**src/rtl/calc2_sched.sv**
```systemverilog
// ---------------------------------------------------------------------------
// calc2_sched -- issue scheduler for a two-unit calculator (adder + shifter)
//
// Four requester ports present a 4-bit command and a 2-bit tag. The
// scheduler keeps a per-port outstanding-tag bitmap. A request is eligible
// only when its (port, tag) pair is not already in flight. Eligible requests
// are steered by command class:
//    1, 2  -> adder channel    (round-robin, own pointer)
//    5, 6  -> shifter channel  (round-robin, own pointer)
//    other -> invalid channel  (fixed priority, lowest port first)
//    0     -> idle
// Grants are combinational with zero latency, and all three channels may
// fire in the same cycle. Responses retire through done_vld/done_tag. They
// clear bitmap bits, and a retire of a tag that is not in flight raises a
// sticky error.
//
// Ports
//    c_clk       in   1  clock, rising edge
//    reset       in   1  synchronous, active-high
//    req_cmd_in  in  16  port p command in bits [4p+3:4p] (p = 0..3)
//    req_tag_in  in   8  port p tag in bits [2p+1:2p]
//    req_ack     out  4  one-cycle accept pulse per port
//    add_*       out     adder issue: vld / cmd[4] / port[2] / tag[2]
//    shf_*       out     shifter issue: vld / cmd[4] / port[2] / tag[2]
//    inv_*       out     invalid-command issue: vld / port[2] / tag[2]
//    done_vld    in   4  per-port retire strobe
//    done_tag    in   8  per-port retired tag, same packing as req_tag_in
//    sched_err   out  1  sticky retire-without-outstanding error
// ---------------------------------------------------------------------------
module calc2_sched (
   input  logic        c_clk,
   input  logic        reset,
   input  logic [15:0] req_cmd_in,
   input  logic [7:0]  req_tag_in,
   output logic [3:0]  req_ack,
   output logic        add_vld,
   output logic [3:0]  add_cmd,
   output logic [1:0]  add_port,
   output logic [1:0]  add_tag,
   output logic        shf_vld,
   output logic [3:0]  shf_cmd,
   output logic [1:0]  shf_port,
   output logic [1:0]  shf_tag,
   output logic        inv_vld,
   output logic [1:0]  inv_port,
   output logic [1:0]  inv_tag,
   input  logic [3:0]  done_vld,
   input  logic [7:0]  done_tag,
   output logic        sched_err
);

   localparam logic [3:0] CMD_IDLE  = 4'd0;
   localparam logic [3:0] CMD_ADD_A = 4'd1;
   localparam logic [3:0] CMD_ADD_B = 4'd2;
   localparam logic [3:0] CMD_SHF_A = 4'd5;
   localparam logic [3:0] CMD_SHF_B = 4'd6;

   // ------------------------------------------------------------------------
   // Registered state
   // ------------------------------------------------------------------------
   logic [3:0][3:0] bitmap_q, bitmap_d;     // [port][tag] outstanding
   logic [1:0]      add_ptr_q, add_ptr_d;   // adder round-robin start port
   logic [1:0]      shf_ptr_q, shf_ptr_d;   // shifter round-robin start port
   logic            err_q, err_d;

   // ------------------------------------------------------------------------
   // Per-port views of the packed request and retire buses
   // ------------------------------------------------------------------------
   logic [3:0][3:0] port_cmd;
   logic [3:0][1:0] port_tag;
   logic [3:0][1:0] port_done_tag;

   assign port_cmd      = req_cmd_in;
   assign port_tag      = req_tag_in;
   assign port_done_tag = done_tag;

   // ------------------------------------------------------------------------
   // Round-robin pick: the first requesting port at or after ptr, wrapping.
   // The result is {found, port}. A ptr of 0 gives fixed lowest-first
   // priority, which the invalid channel reuses.
   // ------------------------------------------------------------------------
   function automatic logic [2:0] rr_pick(input logic [3:0] req,
                                          input logic [1:0] ptr);
      logic [2:0] pick;
      logic [1:0] cand;
      pick = 3'b000;
      cand = 2'd0;
      for (int k = 0; k < 4; k++) begin
         cand = ptr + 2'(k);
         if (!pick[2] && req[cand]) begin
            pick = {1'b1, cand};
         end
      end
      return pick;
   endfunction

   // ------------------------------------------------------------------------
   // Eligibility and class decode
   // ------------------------------------------------------------------------
   logic [3:0] elig;
   logic [3:0] add_req;
   logic [3:0] shf_req;
   logic [3:0] inv_req;

   always_comb begin : decode
      // NOTE: every always_comb output gets a default before any branch,
      // so no path leaves a value unassigned and no latch is inferred.
      elig    = '0;
      add_req = '0;
      shf_req = '0;
      inv_req = '0;
      for (int p = 0; p < 4; p++) begin
         elig[p]    = (port_cmd[p] != CMD_IDLE) && !bitmap_q[p][port_tag[p]];
         add_req[p] = elig[p] &&
                      ((port_cmd[p] == CMD_ADD_A) || (port_cmd[p] == CMD_ADD_B));
         shf_req[p] = elig[p] &&
                      ((port_cmd[p] == CMD_SHF_A) || (port_cmd[p] == CMD_SHF_B));
         // Anything non-idle that is neither adder nor shifter is invalid.
         inv_req[p] = elig[p] && !add_req[p] && !shf_req[p];
      end
   end

   // ------------------------------------------------------------------------
   // Arbitration. The classes are disjoint, so a port can win at most one
   // channel in a cycle without any cross-channel masking.
   // ------------------------------------------------------------------------
   logic [2:0] add_pick;
   logic [2:0] shf_pick;
   logic [2:0] inv_pick;
   logic       add_gnt;
   logic       shf_gnt;
   logic       inv_gnt;
   logic [1:0] add_sel;
   logic [1:0] shf_sel;
   logic [1:0] inv_sel;

   assign add_pick = rr_pick(add_req, add_ptr_q);
   assign shf_pick = rr_pick(shf_req, shf_ptr_q);
   assign inv_pick = rr_pick(inv_req, 2'd0);

   // While reset is high, no grant may reach the outputs or the state.
   assign add_gnt = add_pick[2] && !reset;
   assign shf_gnt = shf_pick[2] && !reset;
   assign inv_gnt = inv_pick[2] && !reset;
   assign add_sel = add_pick[1:0];
   assign shf_sel = shf_pick[1:0];
   assign inv_sel = inv_pick[1:0];

   // ------------------------------------------------------------------------
   // Issue outputs. Fields are zero whenever their vld is low.
   // ------------------------------------------------------------------------
   always_comb begin : drive_out
      req_ack   = '0;
      add_vld   = 1'b0;
      add_cmd   = '0;
      add_port  = '0;
      add_tag   = '0;
      shf_vld   = 1'b0;
      shf_cmd   = '0;
      shf_port  = '0;
      shf_tag   = '0;
      inv_vld   = 1'b0;
      inv_port  = '0;
      inv_tag   = '0;
      // The error register may hold its old value until the first reset
      // edge, so the output is masked while reset is high.
      sched_err = err_q && !reset;

      if (add_gnt) begin
         add_vld          = 1'b1;
         add_cmd          = port_cmd[add_sel];
         add_port         = add_sel;
         add_tag          = port_tag[add_sel];
         req_ack[add_sel] = 1'b1;
      end
      if (shf_gnt) begin
         shf_vld          = 1'b1;
         shf_cmd          = port_cmd[shf_sel];
         shf_port         = shf_sel;
         shf_tag          = port_tag[shf_sel];
         req_ack[shf_sel] = 1'b1;
      end
      if (inv_gnt) begin
         inv_vld          = 1'b1;
         inv_port         = inv_sel;
         inv_tag          = port_tag[inv_sel];
         req_ack[inv_sel] = 1'b1;
      end
   end

   // ------------------------------------------------------------------------
   // Next state
   // ------------------------------------------------------------------------
   always_comb begin : next_state
      bitmap_d  = bitmap_q;
      add_ptr_d = add_ptr_q;
      shf_ptr_d = shf_ptr_q;
      err_d     = err_q;

      // Grants mark their (port, tag) pair in flight. The pointer moves past
      // the winner, so that port has the lowest priority next time.
      if (add_gnt) begin
         bitmap_d[add_sel][port_tag[add_sel]] = 1'b1;
         add_ptr_d = add_sel + 2'd1;
      end
      if (shf_gnt) begin
         bitmap_d[shf_sel][port_tag[shf_sel]] = 1'b1;
         shf_ptr_d = shf_sel + 2'd1;
      end
      if (inv_gnt) begin
         bitmap_d[inv_sel][port_tag[inv_sel]] = 1'b1;
      end

      // Retires are applied after grants, so a clear of the same bit in the
      // same cycle wins. A retire is judged against the registered bitmap:
      // retiring a tag not in flight at the start of the cycle is an error.
      for (int p = 0; p < 4; p++) begin
         if (done_vld[p]) begin
            if (!bitmap_q[p][port_done_tag[p]]) begin
               err_d = 1'b1;
            end
            bitmap_d[p][port_done_tag[p]] = 1'b0;
         end
      end
   end

   // ------------------------------------------------------------------------
   // State registers. Reset wins over everything, so retires seen during
   // reset neither clear bits nor raise the error.
   // ------------------------------------------------------------------------
   always_ff @(posedge c_clk) begin
      if (reset) begin
         // NOTE: the 16-bit bitmap is control state, not a data memory. It
         // must start clean because a stale bit would block a port forever.
         bitmap_q  <= '0;
         add_ptr_q <= 2'd0;
         shf_ptr_q <= 2'd0;
         err_q     <= 1'b0;
      end else begin
         // NOTE: non-blocking assignments make every register update from
         // the same pre-edge values, regardless of statement order.
         bitmap_q  <= bitmap_d;
         add_ptr_q <= add_ptr_d;
         shf_ptr_q <= shf_ptr_d;
         err_q     <= err_d;
      end
   end

endmodule

```
**config.mk**
```make
export PLATFORM = sky130hd
export DESIGN_NAME = calc2_sched
export DESIGN_NICKNAME = d
export VERILOG_FILES = /design/src/rtl/calc2_sched.sv
export SDC_FILE = /design/constraint.sdc
export NUM_CORES = 1
export LEC_CHECK = 0
export CELL_PAD_IN_SITES_DETAIL_PLACEMENT = 0
export CELL_PAD_IN_SITES_GLOBAL_PLACEMENT = 1
export CORE_AREA = 2 2 104 86
export DETAILED_ROUTE_END_ITERATION = 10
export DIE_AREA = 0 0 106 88
export PLACE_DENSITY_LB_ADDON = 0.1
export SKIP_CTS_REPAIR_TIMING = 1
export SLEW_MARGIN = 25
export SYNTH_ARGS = -nofsm -noshare
export SYNTH_HDL_FRONTEND = slang
export SYNTH_SLANG_ARGS = --single-unit
```
**constraint.sdc**
```tcl
create_clock -name c_clk -period 7.1 [get_ports c_clk]
set_input_delay 2.13 -clock c_clk [delete_from_list [all_inputs] [get_ports c_clk]]
set_output_delay 2.13 -clock c_clk [all_outputs]
set_load 0.02 [all_outputs]
```
; ---- After elaboration in Yosys (flattened, before gate mapping)
; Index checks and enable logic that the tools add are counted.
[classes]
n_reduce_logical = 77
order_cmp = 32
n_eq_ne = 16
add_sub_neg = 8
muxes = 109
bitwise_logic = 13
[ops]
columns = cell, count
row1 = 2-bit by 3-bit < comparator with 1-bit output (second input constant), 22
row2 = 4-bit 2-to-1 mux, 14
row3 = 16-bit 2-to-1 mux, 3
row4 = 16-bit bitwise OR, 3
row5 = 1-bit logical AND, 43
row6 = 1-bit 2-to-1 mux, 37
row7 = 3-bit 2-to-1 mux, 12
row8 = 1-bit binary-select mux with 2-bit select, 16
row9 = 4-bit by 3-bit equality test with 1-bit output (second input constant), 8
row10 = 4-bit demux with 2-bit select, 3
row11 = 1-bit logical NOT, 22
row12 = 1-bit demux with 2-bit select, 10
row13 = 2-bit by 1-bit >= comparator with 1-bit output (second input constant), 10
row14 = 2-bit 2-to-1 mux, 9
row15 = 4-bit bitwise AND, 4
row16 = 4-bit binary-select mux with 2-bit select, 2
row17 = 4-bit by 1-bit equality test with 1-bit output (second input constant), 4
row18 = 4-bit by 2-bit equality test with 1-bit output (second input constant), 4
row19 = 4-bit NOT, 4
row20 = 4-bit nonzero test, 4
row21 = 2-bit binary-select mux with 2-bit select, 3
row22 = 2-bit by 1-bit adder with 2-bit output (second input constant), 4
row23 = 2-bit adder (second input constant), 4
row24 = 1-bit logical OR, 8
row25 = 4-bit bitwise OR, 2
[totals]
register_bits = 21
elab_cells = 262
input_bits = 38

; ---- Longest topological paths before layout
; Gate-level depths: netlist of run 1.
[depth]
depth_word = 33
mapped_depth = 14
mapped_depth_nobuf = 11

; ---- Least setup slack after synthesis of run 1
; No wires, ideal clock.
[synth_timing]
kind = input -> output
from = in req_tag_in[2]
to = out req_ack[2]
arrival_time_ns = 5.057
path_slack_ns = -0.087
stages = 11
required_ns = 4.970
cell_sequence = buf_2 mux4_2 or3_1 o21a_1 a211oi_4 inv_2 buf_2 buf_1 ha_1 and2_0 or3_1
[synth_via]
elab_chain_len = 26
word_cells_on_any_way = 77
cone_classes = 6 x order compare / 38 x mux / 2 x bitwise / 31 x reduce/logical
[synth_lines]
columns = element, line_no
row1 = "start, declared", 34  ; input logic [7:0] req_tag_in,
row2 = 1-bit binary-select mux with 2-bit select (*), 113  ; elig[p] = (port_cmd[p] != CMD_IDLE) && !bitmap_q[p][port_tag[p]];
row3 = 1-bit 2-to-1 mux (implied by the code) (*), 113
row4 = 1-bit logical NOT (*), 113
row5 = 1-bit logical AND (*), 113
row6 = 1-bit logical AND, 114  ; add_req[p] = elig[p] &&
row7 = 1-bit binary-select mux with 2-bit select, 90  ; if (!pick[2] && req[cand]) begin
row8 = 1-bit 2-to-1 mux (implied by the code), 90
row9 = 3-bit 2-to-1 mux, 90
row10 = [10 not listed], -
row11 = 1-bit logical AND (implied by the code), 174  ; req_ack[add_sel] = 1'b1;
row12 = 1-bit 2-to-1 mux (implied by the code), 174
row13 = 1-bit demux with 2-bit select, 174
row14 = 4-bit 2-to-1 mux, 169  ; if (add_gnt) begin
row15 = 4-bit bitwise OR (no source line), -
row16 = 4-bit 2-to-1 mux, 176  ; if (shf_gnt) begin
row17 = 4-bit bitwise OR (no source line), -
row18 = 4-bit 2-to-1 mux (*), 183  ; if (inv_gnt) begin
row19 = "end, declared", 35  ; output logic [3:0] req_ack,
; Mark *: on every way between the ends. The rest lies on a longest branch, timed or not. The select of a mux whose other input is x is not followed.

; ---- Worst setup path in the final report of run 1
[layout_timing]
from = in req_tag_in[3]
to = out req_ack[2]
; Same word-level chain as after synthesis.

==> metrics.txt, run 1 <==
status=finished, final reports clean; global-route wire length before repair=17,230 um; Ant. Diodes=0; grt ovf=0; HP Start=err_q$_SDFF_PP0_; combinational power share=58.4%; initial core utilization=32.46%; All-Layer GR Usage=24.09%; post-synthesis sequential area ratio=15.61%; Routed wire per std cell=18.31 um; Hold Slack=515.9 ps; Final ANT Viol Nets=0; top cells by area, synth=dfxtp_1 (16%), mux4_2 (6.7%), nand2_1 (6.0%); Port Buf Inserts=62; via count=3,332; design area=4054 um2; CTS Root Cell=clkbuf_8; Critical Path Fanout Max=10; Sequential Power Share=24.8%; Cells after Synth=366; core area=8295 um2; CTS buffer count=3; skew final=3.331 ps; TritonCTS Sinks=21; worst slack at placement=-562.3 ps; First DRT Iteration DRCs=265; Fin. Hold Viols=0; worst hold path class=register to register; Yosys reg bits=21; RSZ-0062 raised after global routing=false; Routed WL=11,020 um; Yosys warnings=0; layout cells sized above 1=25.10%; DP Wirelength=8932 um; min cycle time layout=6968 ps; Pins Over Slew Limit=0; Setup crit end kind=primary output; Setup CP Type=primary input to primary output; Placed Area=3877 um2; relative slew slack=58.52%; Worst Tran Pin Value=619.4 ps; Hold Path End=err_q$_SDFF_PP0_; IO Pins=66; clk slew on worst S/H paths=100 ps; Worst VDD drop=70.75 uV; most frequent cell after synthesis=nand2_1; vias in the first global route=3,114; number of distinct library cells after synthesis=54; Post-synth ARST share=0%; drt drc=0; via-per-instance ratio=5.535; Die Span X=106 um; mean post-synth cell area=7.357 um2; Lkg Pwr=1.912 nW; r2r endpoint=bitmap_q[8]$_SDFF_PP0_; hold path depth=2; Max-Cap Viols=0; RR Startpoint=bitmap_q[3]$_SDFF_PP0_; initial antenna violation count=0; Pre-Repair DR Iteration Count=5; RePlAce Congestion=0.8963; largest net degree at the start of global routing=23; PD cells=134.6 nW/um2; htree depth=1; DIE HEIGHT=88 um; Critical Path AT=4840 ps; Synth Flop Type=dfxtp_1; Pint=0.3131 mW; CP required=4970 ps; area delta synth->final=50.56%; cell area after synthesis=2693 um2; Die Area=9328 um2; Clock Tree Buf Depth=2; EDFF count, synth=0; Synth top area share=15.61%; reg2reg setup slack=3660 ps; R2R depth=11; fmax=143.5 MHz; row count=30; Final Cycle Share=98.14%; final setup fails=0; Clock Latency Late Sink=280 ps; startpoint type of the worst setup path=primary input; Layout Nets=537; Final Worst Setup Slack=132.2 ps; post-synth top area cell=dfxtp_1; top cells by count, synth=nand2_1 (43), a21oi_1 (31), inv_1 (25), nor2_1 (24), dfxtp_1 (21); CTS tree=built; Net Sw Power=0.2326 mW; Sw Ratio=42.62%; Clock power frac=16.7%
-- state kept, by name (all words and copies together), names as in the netlist --
| signal | count |
|---|---|
| add_ptr_q | 2 |
| bitmap_q | 16 |
| err_q | 1 |
| shf_ptr_q | 2 |
-- worst max path at each step --
stage                   from    endpoint
4_1_cts        req_tag_in[6]  req_ack[1]
6_report       req_tag_in[3]  req_ack[2]
3_5_place_dp   req_tag_in[6]  req_ack[1]
3_3_place_gp   req_tag_in[6]  req_ack[1]
2_1_floorplan  req_tag_in[2]  req_ack[2]
5_1_grt        req_tag_in[3]  req_ack[3]
-- cells in the final DEF (no fill, tap or decap), types with 4 or more instances in the layout --
master,netlist,layout
buf_4,3,73
nand2_1,43,43
clkdlybuf4s50_1,0,41
a21oi_1,31,31
inv_1,25,25
nor2_1,24,24
dfxtp_1,21,21
nand3_1,19,19
dlymetal6s2s_1,0,18
a31oi_1,17,17
o211ai_1,13,13
and3_1,12,12
nand2b_1,10,10
a211oi_1,10,10
mux4_2,8,8
nor3_1,8,8
o2bb2ai_1,8,8
ha_1,8,8
and2_1,7,7
nor2b_1,7,7
mux2_2,5,5
a21o_1,5,5
or3_1,5,4
inv_2,4,4
or3b_2,4,4
mux2i_1,4,4
o2bb2ai_2,4,4
a2111oi_0,4,4
-- cells by family after synthesis --
logic type                 Yosys count  synth area share [%]
xor gates and xnor gates             4                 1.301
and+or+nand+nor                    157                 31.04
buffers and inverters               48                 7.853
AOI/OAI and AO/OA                  110                 30.06
other                                1                0.1393
muxes                               17                 10.27
DFF                                 21                 15.61
adders and majority gates            8                 3.718
-- final cells by class --
type	instances	area (um2)
Inverter	30	112.6
Multi-Input combinational cell	299	2126
Timing Repair Buffer	136	1210
Fill cell	853	4242
Sequential cell	21	420.4
Clock buffer	4	45.04
Tap cell	112	140.1
-- power groups by stage --
stage / clock (mW) / combinational [mW] / sequential [mW]
global placement: 0 / 0.307 / 0.138
CTS: 0.0935 / 0.310 / 0.135
detailed placement: 0 / 0.308 / 0.138
global route: 0.0956 / 0.344 / 0.137
finish: 0.0913 / 0.319 / 0.136
floorplan: 0 / 0.165 / 0.134
-- metrics by stage --
step	utilization (%)	setup TNS [ps]	power, mW	instances
after global placement	46.74	-5772	0.4453	592
after floorplan	-	0	0.2993	368
final	48.87	0	0.5457	602
after global routing	48.87	0	0.5769	602
after CTS	47.29	-6342	0.5387	596
after detailed placement	46.74	-6082	0.4458	592
-- worst max-delay path, stage by stage --
cell and delay [ps]:
clkdlybuf4s50_1 510, mux4_2 370, buf_4 170, nor4_4 190, buf_4 160, o211ai_1 90, and2_1 180, buf_4 170
ha_1 180, and2_1 150, or3_4 360, buf_2 160
-- metal layers --
layer | part of all wire (%) | global-route usage (%)
met3 | 8.8 | 4.241
met2 | 41 | 35.31
met5 | 0 | 0
met1 | 50 | 36.92
met4 | 0.78 | 4.426
Note: power is estimated with default switching activity, not from simulation.
==> run 2: changes to the inputs <==
Settings changed: PLACE_DENSITY set to 0.76, PLACE_DENSITY_LB_ADDON 0.1 to not set, TNS_END_PERCENT set to 5.
==> metrics.txt, run 2 (same netlist as run 1, synthesis figures left out) <==
Critical Path Start=req_tag_in[0] (was req_tag_in[3]); max FFs per register=16 (unchanged); Port Buf Inserts=62 (unchanged); GR Layer Usage met1=34.72% (was 36.92%); area delta synth->final=46.33% (was 50.56%); drt drc=0 (unchanged); core area=8295 um2 (unchanged); placed cell count=584 (was 592); Pre-Repair DR Iteration Count=6 (was 5); initial core utilization=32.46% (unchanged); Top reg by flops=bitmap_q (unchanged); violated checks=negative setup slack; CTS buffer count=3 (unchanged); layout cells sized above 1=25.21% (was 25.10%); register area=420.4 um2 (unchanged); top flop regs=bitmap_q: 16 flops, add_ptr_q: 2 flops, shf_ptr_q: 2 flops (unchanged); Lkg Pwr=1.773 nW (was 1.912 nW); Tot Pwr=0.5342 mW (was 0.5457 mW); worst slack at placement=-634.1 ps (was -562.3 ps); multi-input logic area=2121 um2 (was 2126 um2); Placed Area=3817 um2 (was 3877 um2); Routed WL=10,730 um (was 11,020 um); fmax=137.2 MHz (was 143.5 MHz); Routed wire per std cell=18.13 um (was 18.31 um); Final Cycle Share=102.7% (was 98.14%); global-route wire length before repair=16,940 um (was 17,230 um); design area=3940 um2 (was 4054 um2); most common cell after layout, fill and taps aside=buf_4 (unchanged); via count=3,360 (was 3,332); CP cell instances=clkdlybuf4s50_1 -> mux4_2 -> buf_4 -> nor4b_2 -> o211ai_1 -> and2_1 -> buf_4 -> ha_1 -> and2_1 -> or3_4 -> dlymetal6s2s_1 (was clkdlybuf4s50_1 -> mux4_2 -> buf_4 -> nor4_4 -> buf_4 -> o211ai_1 -> and2_1 -> buf_4 -> ha_1 -> and2_1 -> or3_4 -> buf_2); HP Start=err_q$_SDFF_PP0_ (unchanged); CP required=4970 ps (about the same); slowest CP cell=mux4_2 (was clkdlybuf4s50_1); grt ovf=0 (unchanged); skew final=4.933 ps (was 3.331 ps); min cycle time layout=7288 ps (was 6968 ps); initial antenna violation count=0 (unchanged); met3 Use GR=4.836% (was 4.241%); Final Worst Setup Slack=-188.3 ps (was 132.2 ps); Clock Tree Buf Depth=2 (unchanged); Final TNS setup=-299.4 ps (was 0 ps); via-per-instance ratio=5.676 (was 5.535); Worst Tran Pin Value=719.3 ps (was 619.4 ps); most frequent cells in the layout=buf_4 (66), nand2_1 (43), clkdlybuf4s50_1 (43) (was buf_4 (73), nand2_1 (43), clkdlybuf4s50_1 (41)); CTS tree=built (unchanged); CP max stage delay=610 ps (was 510 ps); PD cells=135.6 nW/um2 (was 134.6 nW/um2); final setup fails=2 (was 0); vias in the first global route=3,228 (was 3,114); TritonCTS Sinks=21 (unchanged); RSZ-0062 raised after global routing=true (was false); Pins Over Slew Limit=0 (unchanged); CTS Root Cell=clkbuf_8 (unchanged); clk slew on worst S/H paths=90 ps (was 100 ps); worst hold path class=register to register (unchanged); row count=30 (unchanged); Most Used Layer, Global Route=met2 (was met1); Worst path top cell family by delay=buffers and inverters (unchanged); htree depth=1 (unchanged); Final ANT Viol Nets=0 (unchanged); met2 usage=35.37% (was 35.31%); RePlAce Congestion=0.9759 (was 0.8963); Die Span X=106 um (unchanged); First DRT Iteration DRCs=434 (was 265); Layout Nets=527 (was 537); status=finished, violations left (was finished, final reports clean); relative slew slack=51.68% (was 58.52%); Setup CP Type=primary input to primary output (unchanged); Critical Path Fanout Max=10 (unchanged); Setup crit end kind=primary output (unchanged); Fin. Hold Viols=0 (unchanged); Die Area=9328 um2 (unchanged); Worst VDD drop=78.02 uV (was 70.75 uV); largest net degree at the start of global routing=23 (unchanged); Clock Latency Late Sink=280 ps (about the same); Max-Cap Viols=0 (unchanged); Ant. Diodes=0 (unchanged); RR Startpoint=bitmap_q[3]$_SDFF_PP0_ (unchanged); fin cells=592 (was 602); Critical Path AT=5160 ps (was 4840 ps); All-Layer GR Usage=23.38% (was 24.09%); worst path bufs/invs=4 (was 5); Fill cells=831 (was 853); startpoint type of the worst setup path=primary input (unchanged); IO Pins=66 (unchanged); DP Wirelength=8715 um (was 8932 um); DIE HEIGHT=88 um (unchanged)
==> run 2: changes by cell type in the layout (fill, tap and decap cells not counted), sizes merged <==
cell,change
clkdlybuf4s50,+2
buf,-7
clkinv,+1
clkbuf,+1
dlymetal6s2s,-7
==> run 2: layer usage <==
metal	up-vias	wire [um]
met5	-	0
met4	0	107
met3	12	1049
met2	163	4451
met1	1592	5125
li1	1593	-
==> run 2: area by class of cell <==
class                      instances  area share (%)
tap                              112           3.557
inverter                          30           2.858
sequential                        21           10.67
multi-input combinational        299           53.83
timing repair buffer             126           27.91
clock buffer                       3           1.048
clock inverter                     1          0.1270
==> run 2: worst paths after layout <==
check | to | slack (ps) | cells after the start
min | err_q$_SDFF_PP0_ | 530 | 2
min reg2reg | err_q$_SDFF_PP0_ | 530 | 2
max reg2reg | bitmap_q[12]$_SDFF_PP0_ | 3590 | 12
max | req_ack[2] | -190 | 11
==> run 2: power by group <==
| part | switching (mW) | leakage (nW) | internal, mW |
|---|---|---|---|
| Clock | 0.0488 | 0.0255 | 0.0394 |
| Sequential | 0.00837 | 0.171 | 0.127 |
| Combinational | 0.171 | 1.58 | 0.139 |
| Total | 0.229 | 1.77 | 0.306 |
==> run 2: per-stage QoR <==
stage	hold slack, ps	utilization, %
6_report	525.3	47.50
5_1_grt	543.4	47.50
4_1_cts	521.8	46.58
3_5_place_dp	498.1	46.02
3_3_place_gp	483.8	46.02
2_1_floorplan	463.8	-
==> run 2: tightest hold or removal path: stages, from the launching register on <==
cell,delay (ps)
dfxtp_1,330
a21oi_1,40
a21oi_1,120
==> run 3: changes to the inputs <==
Settings changed: GPL_ROUTABILITY_DRIVEN set to 1.
==> results of run 3 <==
No change in the layout: final DEF, timing and power equal those of run 2.
